## src/rtl/mem_access_unit_if.sv

```systemverilog
// Word-aligned req/ack data-memory bus between the load/store unit and memory.
// The master drives the request side; memory answers with ack and read data.
interface mem_access_unit_if;
  logic        mem_req;
  logic        mem_we;
  logic [31:0] mem_addr;
  logic [3:0]  mem_be;
  logic [31:0] mem_wdata;
  logic        mem_ack;
  logic [31:0] mem_rdata;

  modport master (
    output mem_req, mem_we, mem_addr, mem_be, mem_wdata,
    input  mem_ack, mem_rdata
  );

  modport slave (
    input  mem_req, mem_we, mem_addr, mem_be, mem_wdata,
    output mem_ack, mem_rdata
  );
endinterface

```

## src/rtl/mem_access_unit.sv

```systemverilog
// Multi-cycle load/store unit: one memory op per request, byte-enabled word bus,
// sign/zero-extended load result, alignment and bus-timeout error reporting.
module mem_access_unit #(
  parameter int MAX_WAIT = 16
) (
  input  logic        clk,
  input  logic        reset,
  input  logic        start,
  input  logic [2:0]  op,
  input  logic [31:0] addr,
  input  logic [31:0] wdata,
  output logic        busy,
  output logic        done,
  output logic [31:0] rdata,
  output logic        addr_err,
  output logic        bus_err,
  mem_access_unit_if.master bus
);

  typedef enum logic [1:0] {S_IDLE, S_REQ, S_RESP} state_t;

  localparam logic [2:0] OP_LB  = 3'd0;
  localparam logic [2:0] OP_LBU = 3'd1;
  localparam logic [2:0] OP_LH  = 3'd2;
  localparam logic [2:0] OP_LHU = 3'd3;
  localparam logic [2:0] OP_LW  = 3'd4;
  localparam logic [2:0] OP_SB  = 3'd5;
  localparam logic [2:0] OP_SH  = 3'd6;
  localparam logic [2:0] OP_SW  = 3'd7;

  state_t      state_q, state_d;
  logic [2:0]  op_q, op_d;
  logic [31:0] addr_q, addr_d;
  logic [31:0] wdata_q, wdata_d;
  logic [7:0]  wait_q, wait_d;
  logic [31:0] rdata_q, rdata_d;
  logic        aerr_q, aerr_d;
  logic        berr_q, berr_d;

  logic        in_req;
  logic        is_store;
  logic        start_misaligned;
  logic [7:0]  lane_byte;
  logic [15:0] lane_half;
  logic [31:0] load_val;
  logic [3:0]  be_val;
  logic [31:0] wdata_val;

  assign in_req   = (state_q == S_REQ);
  assign is_store = op_q[2] & (op_q[1:0] != 2'b00);

  // Byte ops can never be misaligned; halves need addr[0]=0, words addr[1:0]=0.
  always_comb begin
    start_misaligned = 1'b0;
    case (op)
      OP_LH, OP_LHU, OP_SH: start_misaligned = addr[0];
      OP_LW, OP_SW:         start_misaligned = (addr[1:0] != 2'b00);
      default:              start_misaligned = 1'b0;
    endcase
  end

  assign lane_byte = bus.mem_rdata[{addr_q[1:0], 3'b000} +: 8];
  assign lane_half = addr_q[1] ? bus.mem_rdata[31:16] : bus.mem_rdata[15:0];

  always_comb begin
    load_val = bus.mem_rdata;
    case (op_q)
      OP_LB:   load_val = {{24{lane_byte[7]}}, lane_byte};
      OP_LBU:  load_val = {24'h0, lane_byte};
      OP_LH:   load_val = {{16{lane_half[15]}}, lane_half};
      OP_LHU:  load_val = {16'h0, lane_half};
      default: load_val = bus.mem_rdata;
    endcase
  end

  // Lane enables and store data replicated across lanes so memory can pick any.
  always_comb begin
    be_val    = 4'b1111;
    wdata_val = wdata_q;
    case (op_q)
      OP_LB, OP_LBU, OP_SB: be_val = 4'b0001 << addr_q[1:0];
      OP_LH, OP_LHU, OP_SH: be_val = addr_q[1] ? 4'b1100 : 4'b0011;
      default:              be_val = 4'b1111;
    endcase
    case (op_q)
      OP_SB:   wdata_val = {4{wdata_q[7:0]}};
      OP_SH:   wdata_val = {2{wdata_q[15:0]}};
      default: wdata_val = wdata_q;
    endcase
  end

  always_comb begin
    state_d = state_q;
    op_d    = op_q;
    addr_d  = addr_q;
    wdata_d = wdata_q;
    wait_d  = wait_q;
    rdata_d = rdata_q;
    aerr_d  = aerr_q;
    berr_d  = berr_q;
    case (state_q)
      S_IDLE: begin
        if (start) begin
          op_d    = op;
          addr_d  = addr;
          wdata_d = wdata;
          wait_d  = 8'd0;
          aerr_d  = 1'b0;
          berr_d  = 1'b0;
          if (start_misaligned) begin
            state_d = S_RESP;
            aerr_d  = 1'b1;
            rdata_d = 32'h0;
          end else begin
            state_d = S_REQ;
          end
        end
      end
      S_REQ: begin
        // An ack in the last allowed cycle takes priority over the timeout.
        if (bus.mem_ack) begin
          state_d = S_RESP;
          if (!is_store) rdata_d = load_val;
        end else if (wait_q == 8'(MAX_WAIT - 1)) begin
          state_d = S_RESP;
          berr_d  = 1'b1;
          rdata_d = 32'h0;
        end else begin
          wait_d = wait_q + 8'd1;
        end
      end
      S_RESP:  state_d = S_IDLE;
      default: state_d = S_IDLE;
    endcase
  end

  always_ff @(posedge clk) begin
    if (reset) begin
      state_q <= S_IDLE;
      op_q    <= 3'd0;
      addr_q  <= 32'h0;
      wdata_q <= 32'h0;
      wait_q  <= 8'd0;
      rdata_q <= 32'h0;
      aerr_q  <= 1'b0;
      berr_q  <= 1'b0;
    end else begin
      state_q <= state_d;
      op_q    <= op_d;
      addr_q  <= addr_d;
      wdata_q <= wdata_d;
      wait_q  <= wait_d;
      rdata_q <= rdata_d;
      aerr_q  <= aerr_d;
      berr_q  <= berr_d;
    end
  end

  assign busy     = (state_q != S_IDLE);
  assign done     = (state_q == S_RESP);
  assign addr_err = (state_q == S_RESP) & aerr_q;
  assign bus_err  = (state_q == S_RESP) & berr_q;
  assign rdata    = rdata_q;

  assign bus.mem_req   = in_req;
  assign bus.mem_we    = in_req & is_store;
  assign bus.mem_addr  = in_req ? {addr_q[31:2], 2'b00} : 32'h0;
  assign bus.mem_be    = in_req ? be_val : 4'b0000;
  assign bus.mem_wdata = in_req ? wdata_val : 32'h0;

endmodule

```

## src/flat_wrapper.sv

```systemverilog
// flat-port wrapper written by rule: the top's interface ports become plain ports
module mem_access_unit_flat 
#(
  parameter int MAX_WAIT = 16
)
  (clk, reset, start, op, addr, wdata, busy, done, rdata, addr_err, bus_err, bus_mem_req, bus_mem_we, bus_mem_addr, bus_mem_be, bus_mem_wdata, bus_mem_ack, bus_mem_rdata);
  mem_access_unit_if bus_i ();
  input  logic clk;
  input  logic reset;
  input  logic start;
  input  logic [2:0] op;
  input  logic [31:0] addr;
  input  logic [31:0] wdata;
  output logic busy;
  output logic done;
  output logic [31:0] rdata;
  output logic addr_err;
  output logic bus_err;
  output wire logic [$bits(bus_i.mem_req)-1:0] bus_mem_req;
  output wire logic [$bits(bus_i.mem_we)-1:0] bus_mem_we;
  output wire logic [$bits(bus_i.mem_addr)-1:0] bus_mem_addr;
  output wire logic [$bits(bus_i.mem_be)-1:0] bus_mem_be;
  output wire logic [$bits(bus_i.mem_wdata)-1:0] bus_mem_wdata;
  input wire logic [$bits(bus_i.mem_ack)-1:0] bus_mem_ack;
  input wire logic [$bits(bus_i.mem_rdata)-1:0] bus_mem_rdata;
  assign bus_mem_req = bus_i.mem_req;
  assign bus_mem_we = bus_i.mem_we;
  assign bus_mem_addr = bus_i.mem_addr;
  assign bus_mem_be = bus_i.mem_be;
  assign bus_mem_wdata = bus_i.mem_wdata;
  assign bus_i.mem_ack = bus_mem_ack;
  assign bus_i.mem_rdata = bus_mem_rdata;
  mem_access_unit #(.MAX_WAIT(MAX_WAIT)) u_core (.clk(clk), .reset(reset), .start(start), .op(op), .addr(addr), .wdata(wdata), .busy(busy), .done(done), .rdata(rdata), .addr_err(addr_err), .bus_err(bus_err), .bus(bus_i));
endmodule
```

## config.mk

```make
export PLATFORM = sky130hd
export DESIGN_NAME = mem_access_unit_flat
export DESIGN_NICKNAME = d
export VERILOG_FILES = /design/src/rtl/mem_access_unit_if.sv /design/src/rtl/mem_access_unit.sv /design/src/flat_wrapper.sv
export SDC_FILE = /design/constraint.sdc
export NUM_CORES = 1
export LEC_CHECK = 0
export ABC_AREA = 1
export CAP_MARGIN = 30
export CORE_UTILIZATION = 40
export DETAILED_ROUTE_END_ITERATION = 10
export PLACE_DENSITY = 0.84
export SYNTH_ARGS = -nofsm -noshare
export SYNTH_HDL_FRONTEND = slang
export SYNTH_SLANG_ARGS = --single-unit
```

## constraint.sdc

```tcl
create_clock -name clk -period 4.2 [get_ports clk]
set_clock_uncertainty 0.15 [all_clocks]
set_input_delay 0.63 -clock clk [delete_from_list [all_inputs] [get_ports clk]]
set_output_delay 0.63 -clock clk [all_outputs]
set_load 0.02 [all_outputs]
```

==> run summary, run 1 <==
status = finished, final reports clean
number of global-route vias before repair = 5366
Die Y = 120.1 um
leakage = 3.044 nW
Register Area = 2222 um2
# diodes = 0
peak supply drop = 265.1 uV
Hold Crit Class = flip-flop to flip-flop
Cell variety after synth = 37
gpl congestion = 0.8927
Rows = 42
Setup-failing EPs final = 0
area share of the largest cell type after synthesis = 0.3984
DRT Pass-1 Iters = 5
synthesized area = 5578 um2
slew of the pin with the lowest slew margin = 0.8003 ns
CTS buffer count = 9
yosys warns = 0
gr ovfl total = 0
CP startpoint = u_core.op_q[1]$_SDFFE_PP0P_
Max FO, Critical Path = 35
Synth Flop Type = dfxtp_1
Starting Density = 0.4162
fmax = 272.1 MHz
fin crit period = 3.675 ns
Worst setup SP type = flip-flop
clock sinks = 111
Max-cap violations = 0
Post-Route Setup TNS = 0 ns
DRC viols = 0
Post-synth ARST share = 0
Mapped Avg Cell Area = 6.769 um2
largest net degree at the start of global routing = 64
I/O Pins = 209
vias = 6040
wire per inst = 14.42 um
Post-synth top cells = nor2_1 (163), o21ai_0 (142), dfxtp_1 (111), a21oi_1 (110), inv_1 (82)
DIE AREA = 14420 um2
relative slew slack = 0.4658
area delta synth->final = 42.15%
EDFF count, synth = 0
FF+latch count, synth = 111
crit path kind = flip-flop to output pin
Vias/cell = 5.145
met2 global-route usage = 0.3901
CTS HTree Levels = 3
antenna violations before repair = 1
CTS root buf = clkbuf_16
post-synth top area cell = dfxtp_1
drt initial violations = 424
Crit. End Element = output pin
# port buffers = 206
GR peak layer = met2
Routed Antenna Nets = 0
unrepaired setup endpoints after global routing = false
DRT Wirelength = 16.93 mm
layout cells sized above 1 = 0.04810
top-count cell post-synth = nor2_1
crit share post-route = 0.8749
non-filler instance count after layout = 1174
All-Layer GR Usage = 0.2350
Multi-input gate area = 2729 um2
critical path data arrival time = 2.89 ns
Fin. Hold Viols = 0
fill count = 1292
max-slew violations = 0
routing usage on met1 = 0.2724
Clk pin slew, worst setup/hold paths = 0.07 ns
sequential share of the synthesized area = 0.3984
die width = 120.1 um
leading post-synthesis cells by cell area = dfxtp_1 (40%), o21ai_0 (13%), nor2_1 (11%)
total power = 2.733 mW
first-pass GRT wire length = 26.73 mm
worst flop-to-flop path startpoint = u_core.state_q[1]$_SDFFE_PP0P_
GR Layer Usage met3 = 0.08698
post-CTS setup repair buffer count = 0
Skew-Pair Late Insertion Delay = 0.35 ns
fin nets = 1097
Syn Inst Count = 824
Hold-fix buffers, CTS = 0
pwr/cell area = 344.7 nW/um2
placed cell count = 1158
Resized cells post-CTS = 0
core area = 13400 um2
CTS tree = built
Data required, critical path = 3.42 ns
clk buf depth = 2
Detail Placement HPWL = 12.25 mm
hold path start = u_core.addr_q[5]$_SDFFE_PP0P_
-- final timing paths --
check                                   to  slack [ns]  cells after the start
max                      bus_mem_wdata[11]        0.53                      6
min          u_core.addr_q[5]$_SDFFE_PP0P_        0.30                      2
min reg2reg  u_core.addr_q[5]$_SDFFE_PP0P_        0.30                      2
max reg2reg  u_core.rdata[10]$_SDFFE_PP0P_        1.55                     10
-- power by group --
part	switching (mW)	internal, mW
logic	0.406	0.275
registers	0.0417	1.14
clock network	0.404	0.466
-- sequential cells by signal, summed over array words and instances (netlist names) --
register and count:
u_core.state_q 2, u_core.wait_q 8, u_core.wdata_q 32, u_core.op_q 3, u_core.aerr_q 1, u_core.rdata 32
u_core.addr_q 32, u_core.berr_q 1
-- cells in the final DEF, fill, tap and decap left out, drive strengths merged --
cell	n
a211oi	10
a21o	1
a21oi	112
and3	2
buf	9
bufinv	1
clkbuf	10
clkdlybuf4s50	206
clkinv	3
clkinvlp	1
conb	2
dfxtp	111
ha	1
inv	89
nand2	72
nand3	35
nand4	2
nor2	166
nor3	7
nor4	1
o211ai	8
o21ai	144
o21bai	1
or2	1
xnor2	1
xor2	2
-- through the flow --
step	setup slack [ns]	cell area [um2]	hold slack [ns]	util
final	0.5254	7929	0.3018	0.5917
after global routing	0.3554	7929	0.3247	0.5917
after CTS	0.5606	7929	0.3029	0.5917
after detailed placement	0.9703	7631	0.2926	0.5695
after global placement	1.003	7631	0.2875	0.5695
after floorplan	1.873	5582	0.2800	-
-- critical path, cell delays in order, from the launching register on --
cell             delay (ns)
dfxtp_1                0.57
nand2_1                0.32
a21oi_2                0.22
buf_4                  0.33
inv_1                  0.20
a21oi_1                0.22
clkdlybuf4s50_1        0.66
-- layer usage --
layer  part of all wire  vias up  routed length (um)
met5            0.00077        -                  13
met4              0.029        2                 487
met3               0.11       36                1778
met2               0.46      262                7817
met1               0.40     2716                6835
li1                   -     3024                   -
-- layout make-up --
cell class,instances,area share
Clock buffer,10,0.02888
Clock inverter,6,0.008679
Sequential cell,111,0.2803
Inverter,88,0.04166
Timing Repair Buffer,215,0.2686
Multi-Input combinational cell,568,0.3442
Tap cell,176,0.02777
-- kinds of logic after synthesis --
kind of cell | count (synthesis) | share of synthesized area
adder cells (fa/ha/maj) | 1 | 0.002243
AND/OR/NAND/NOR | 286 | 0.2169
flip-flops | 111 | 0.3984
XOR/XNOR | 3 | 0.004711
other | 1 | 0.0006723
buffers and inverters | 146 | 0.1144
AO/OA/AOI/OAI | 276 | 0.2627
No activity file was read; power rests on OpenSTA's default activity.
==> run 2, diff against run 1 <==
--- a/config.mk
+++ b/config.mk
@@ -7,6 +7,7 @@
 export LEC_CHECK = 0
 export ABC_AREA = 1
 export CAP_MARGIN = 30
+export CORE_MARGIN = 4
 export CORE_UTILIZATION = 40
 export DETAILED_ROUTE_END_ITERATION = 10
 export PLACE_DENSITY = 0.84
==> run 2 against run 1 <==
Effect of this change:
- non-clock buffer count grew 1
- combinational power increased by 1%
- first-iteration DRC count increased by 45%
- fmax shrank 8.2%
- final cell count about the same
- critical endpoint is now bus_mem_wdata[17]
- largest cell class unchanged
==> run summary, run 2 (synthesized netlist as in run 1, its figures left out) <==
Internal = 1.828 mW (-2.8%)
slew of the pin with the lowest slew margin = 0.7168 ns (-0.08350 ns)
critical path data arrival time = 3.22 ns (+0.33 ns)
Max FO, Critical Path = 19 (-46%)
Fin. Hold Viols = 0 (unchanged)
Placed Area = 7639 um2 (about the same)
DRC viols = 0 (unchanged)
gpl congestion = 0.8592 (-3.8%)
Max-cap violations = 0 (unchanged)
clock sinks = 111 (unchanged)
CTS HTree Levels = 3 (unchanged)
Clk pin slew, worst setup/hold paths = 0.08 ns (about the same)
Worst setup SP type = flip-flop
Data required, critical path = 3.42 ns (about the same)
Routed Antenna Nets = 0 (unchanged)
clk buf depth = 2 (unchanged)
crit share post-route = 0.9526 (+0.07771)
worst flop-to-flop path startpoint = u_core.state_q[1]$_SDFFE_PP0P_
DRT Wirelength = 18.03 mm (+6.5%)
layout cells sized above 1 = 0.04905 (+0.0009529)
status = finished, final reports clean
Multi-input gate area = 2729 um2 (unchanged)
post-CTS setup repair buffer count = 0 (unchanged)
first-pass GRT wire length = 28.81 mm (+7.8%)
Post-Route Setup TNS = 0 ns (unchanged)
I/O Pins = 209 (unchanged)
pwr/cell area = 341.4 nW/um2 (-0.97%)
CTS root buf = clkbuf_16
total power = 2.703 mW (-1.1%)
# port buffers = 206 (unchanged)
Resized cells post-CTS = 0 (unchanged)
clock share of power = 0.308 (-0.011)
Crit. End Element = output pin
Vias/cell = 5.204 (+1.2%)
Hold-fix buffers, CTS = 0 (unchanged)
CP startpoint = u_core.op_q[1]$_SDFFE_PP0P_
DRT Pass-1 Iters = 5 (unchanged)
NetSw = 0.8754 mW (+2.7%)
# diodes = 0 (unchanged)
fmax = 249.9 MHz (-8.2%)
fill count = 1270 (-1.7%)
largest net degree at the start of global routing = 57 (-11%)
gr ovfl total = 0 (unchanged)
Rows = 42 (unchanged)
Setup-failing EPs final = 0 (unchanged)
peak supply drop = 289.8 uV (+9.3%)
fin nets = 1098 (+0.091%)
Skew-Pair Late Insertion Delay = 0.36 ns (about the same)
number of global-route vias before repair = 5779 (+7.7%)
All-Layer GR Usage = 0.2215 (-0.01353)
relative slew slack = 0.5221 (+0.05626)
Register Area = 2222 um2 (unchanged)
Switching Fraction = 0.3238 (+0.01202)
fin crit period = 4.001 ns (+0.3264 ns)
vias = 6115 (+1.2%)
CTS buffer count = 9 (unchanged)
area delta synth->final = 41.97%
most frequent cells in the layout = clkdlybuf4s50_1 (206), nor2_1 (163), o21ai_0 (142), dfxtp_1 (111), a21oi_1 (110)
part of the power in combinational logic = 0.255 (+0.006)
max-slew violations = 0 (unchanged)
drt initial violations = 616 (+45%)
sequential share of power = 0.437 (+0.005)
most common cell after layout, fill and taps aside = clkdlybuf4s50_1
Die Y = 126.1 um (+5.0%)
Starting Density = 0.4146 (-0.001626)
crit path kind = flip-flop to output pin
final instance area = 7919 um2 (-0.13%)
Detail Placement HPWL = 13.04 mm (+6.5%)
antenna violations before repair = 1 (unchanged)
DIE AREA = 15900 um2 (+10%)
core area = 13450 um2 (+0.39%)
Hold Crit Class = flip-flop to flip-flop
leakage = 3.040 nW (-0.12%)
wire per inst = 15.34 um (+6.4%)
CTS tree = built
unrepaired setup endpoints after global routing = false
hold path start = u_core.addr_q[15]$_SDFFE_PP0P_
die width = 126.1 um (+5.0%)
## run 2: cell types whose count changed in the layout (fill, tap and decap cells not counted)
| cell | delta |
|---|---|
| bufinv_16 | -1 |
| buf_4 | +1 |
| clkinv_2 | -1 |
| inv_6 | +2 |
## run 2: layout make-up
| cell class | count | area share |
|---|---|---|
| clock buffer | 10 | 0.02891 |
| clock inverter | 6 | 0.006478 |
| inverter | 88 | 0.04171 |
| multi-input combinational | 568 | 0.3446 |
| sequential | 111 | 0.2806 |
| tap | 176 | 0.02781 |
| timing repair buffer | 216 | 0.2699 |
## run 2: power groups by stage
| stage | combinational (mW) | sequential [mW] | clock [mW] |
|---|---|---|---|
| 3_5_place_dp | 0.686 | 1.20 | 0 |
| 6_report | 0.689 | 1.18 | 0.833 |
| 5_1_grt | 0.764 | 1.19 | 0.886 |
| 4_1_cts | 0.690 | 1.18 | 0.844 |
| 3_3_place_gp | 0.675 | 1.20 | 0 |
| 2_1_floorplan | 0.408 | 1.22 | 0 |
## run 2: critical path: stages (launching register included)
cell and delay [ns]:
dfxtp_1 0.60, nand2_1 0.34, a21oi_2 0.66, buf_4 0.34, nor2_1 0.06, a211oi_1 0.20, clkdlybuf4s50_1 0.65
## run 2: worst paths after layout
check	endpoint	slack, ns	depth (start not counted)
max	bus_mem_wdata[17]	0.20	6
min	u_core.addr_q[15]$_SDFFE_PP0P_	0.30	2
max reg2reg	u_core.rdata[8]$_SDFFE_PP0P_	1.35	10
min reg2reg	u_core.addr_q[15]$_SDFFE_PP0P_	0.30	2
## run 2: metal layers
layer  part of all wire  routed length [um]  vias up  track usage
met2               0.46                8215      318       0.3518
met1               0.40                7210     2721       0.2691
met4              0.029                 527        2      0.08454
met5            0.00072                  13        -            0
met3               0.11                2059       37      0.09018
li1                   -                   -     3037            -
## run 2: per-stage QoR
| step | cells | setup slack [ns] | utilization | hold WS (ns) |
|---|---|---|---|---|
| 5_1_grt | 1175 | 0.02063 | 0.5886 | 0.3226 |
| 4_1_cts | 1175 | 0.2857 | 0.5886 | 0.3050 |
| 2_1_floorplan | 825 | 1.873 | - | 0.2800 |
| 3_3_place_gp | 1159 | 0.8013 | 0.5678 | 0.2875 |
| 6_report | 1175 | 0.1991 | 0.5886 | 0.3023 |
| 3_5_place_dp | 1159 | 0.7030 | 0.5678 | 0.2930 |
==> run 3, diff against run 2 <==
--- a/config.mk
+++ b/config.mk
@@ -9,6 +9,7 @@
 export CAP_MARGIN = 30
 export CORE_MARGIN = 4
 export CORE_UTILIZATION = 40
+export CTS_CLUSTER_SIZE = 20
 export DETAILED_ROUTE_END_ITERATION = 10
 export PLACE_DENSITY = 0.84
 export SYNTH_ARGS = -nofsm -noshare
==> results of run 3 <==
No change in the layout: final DEF, timing and power equal those of run 2.
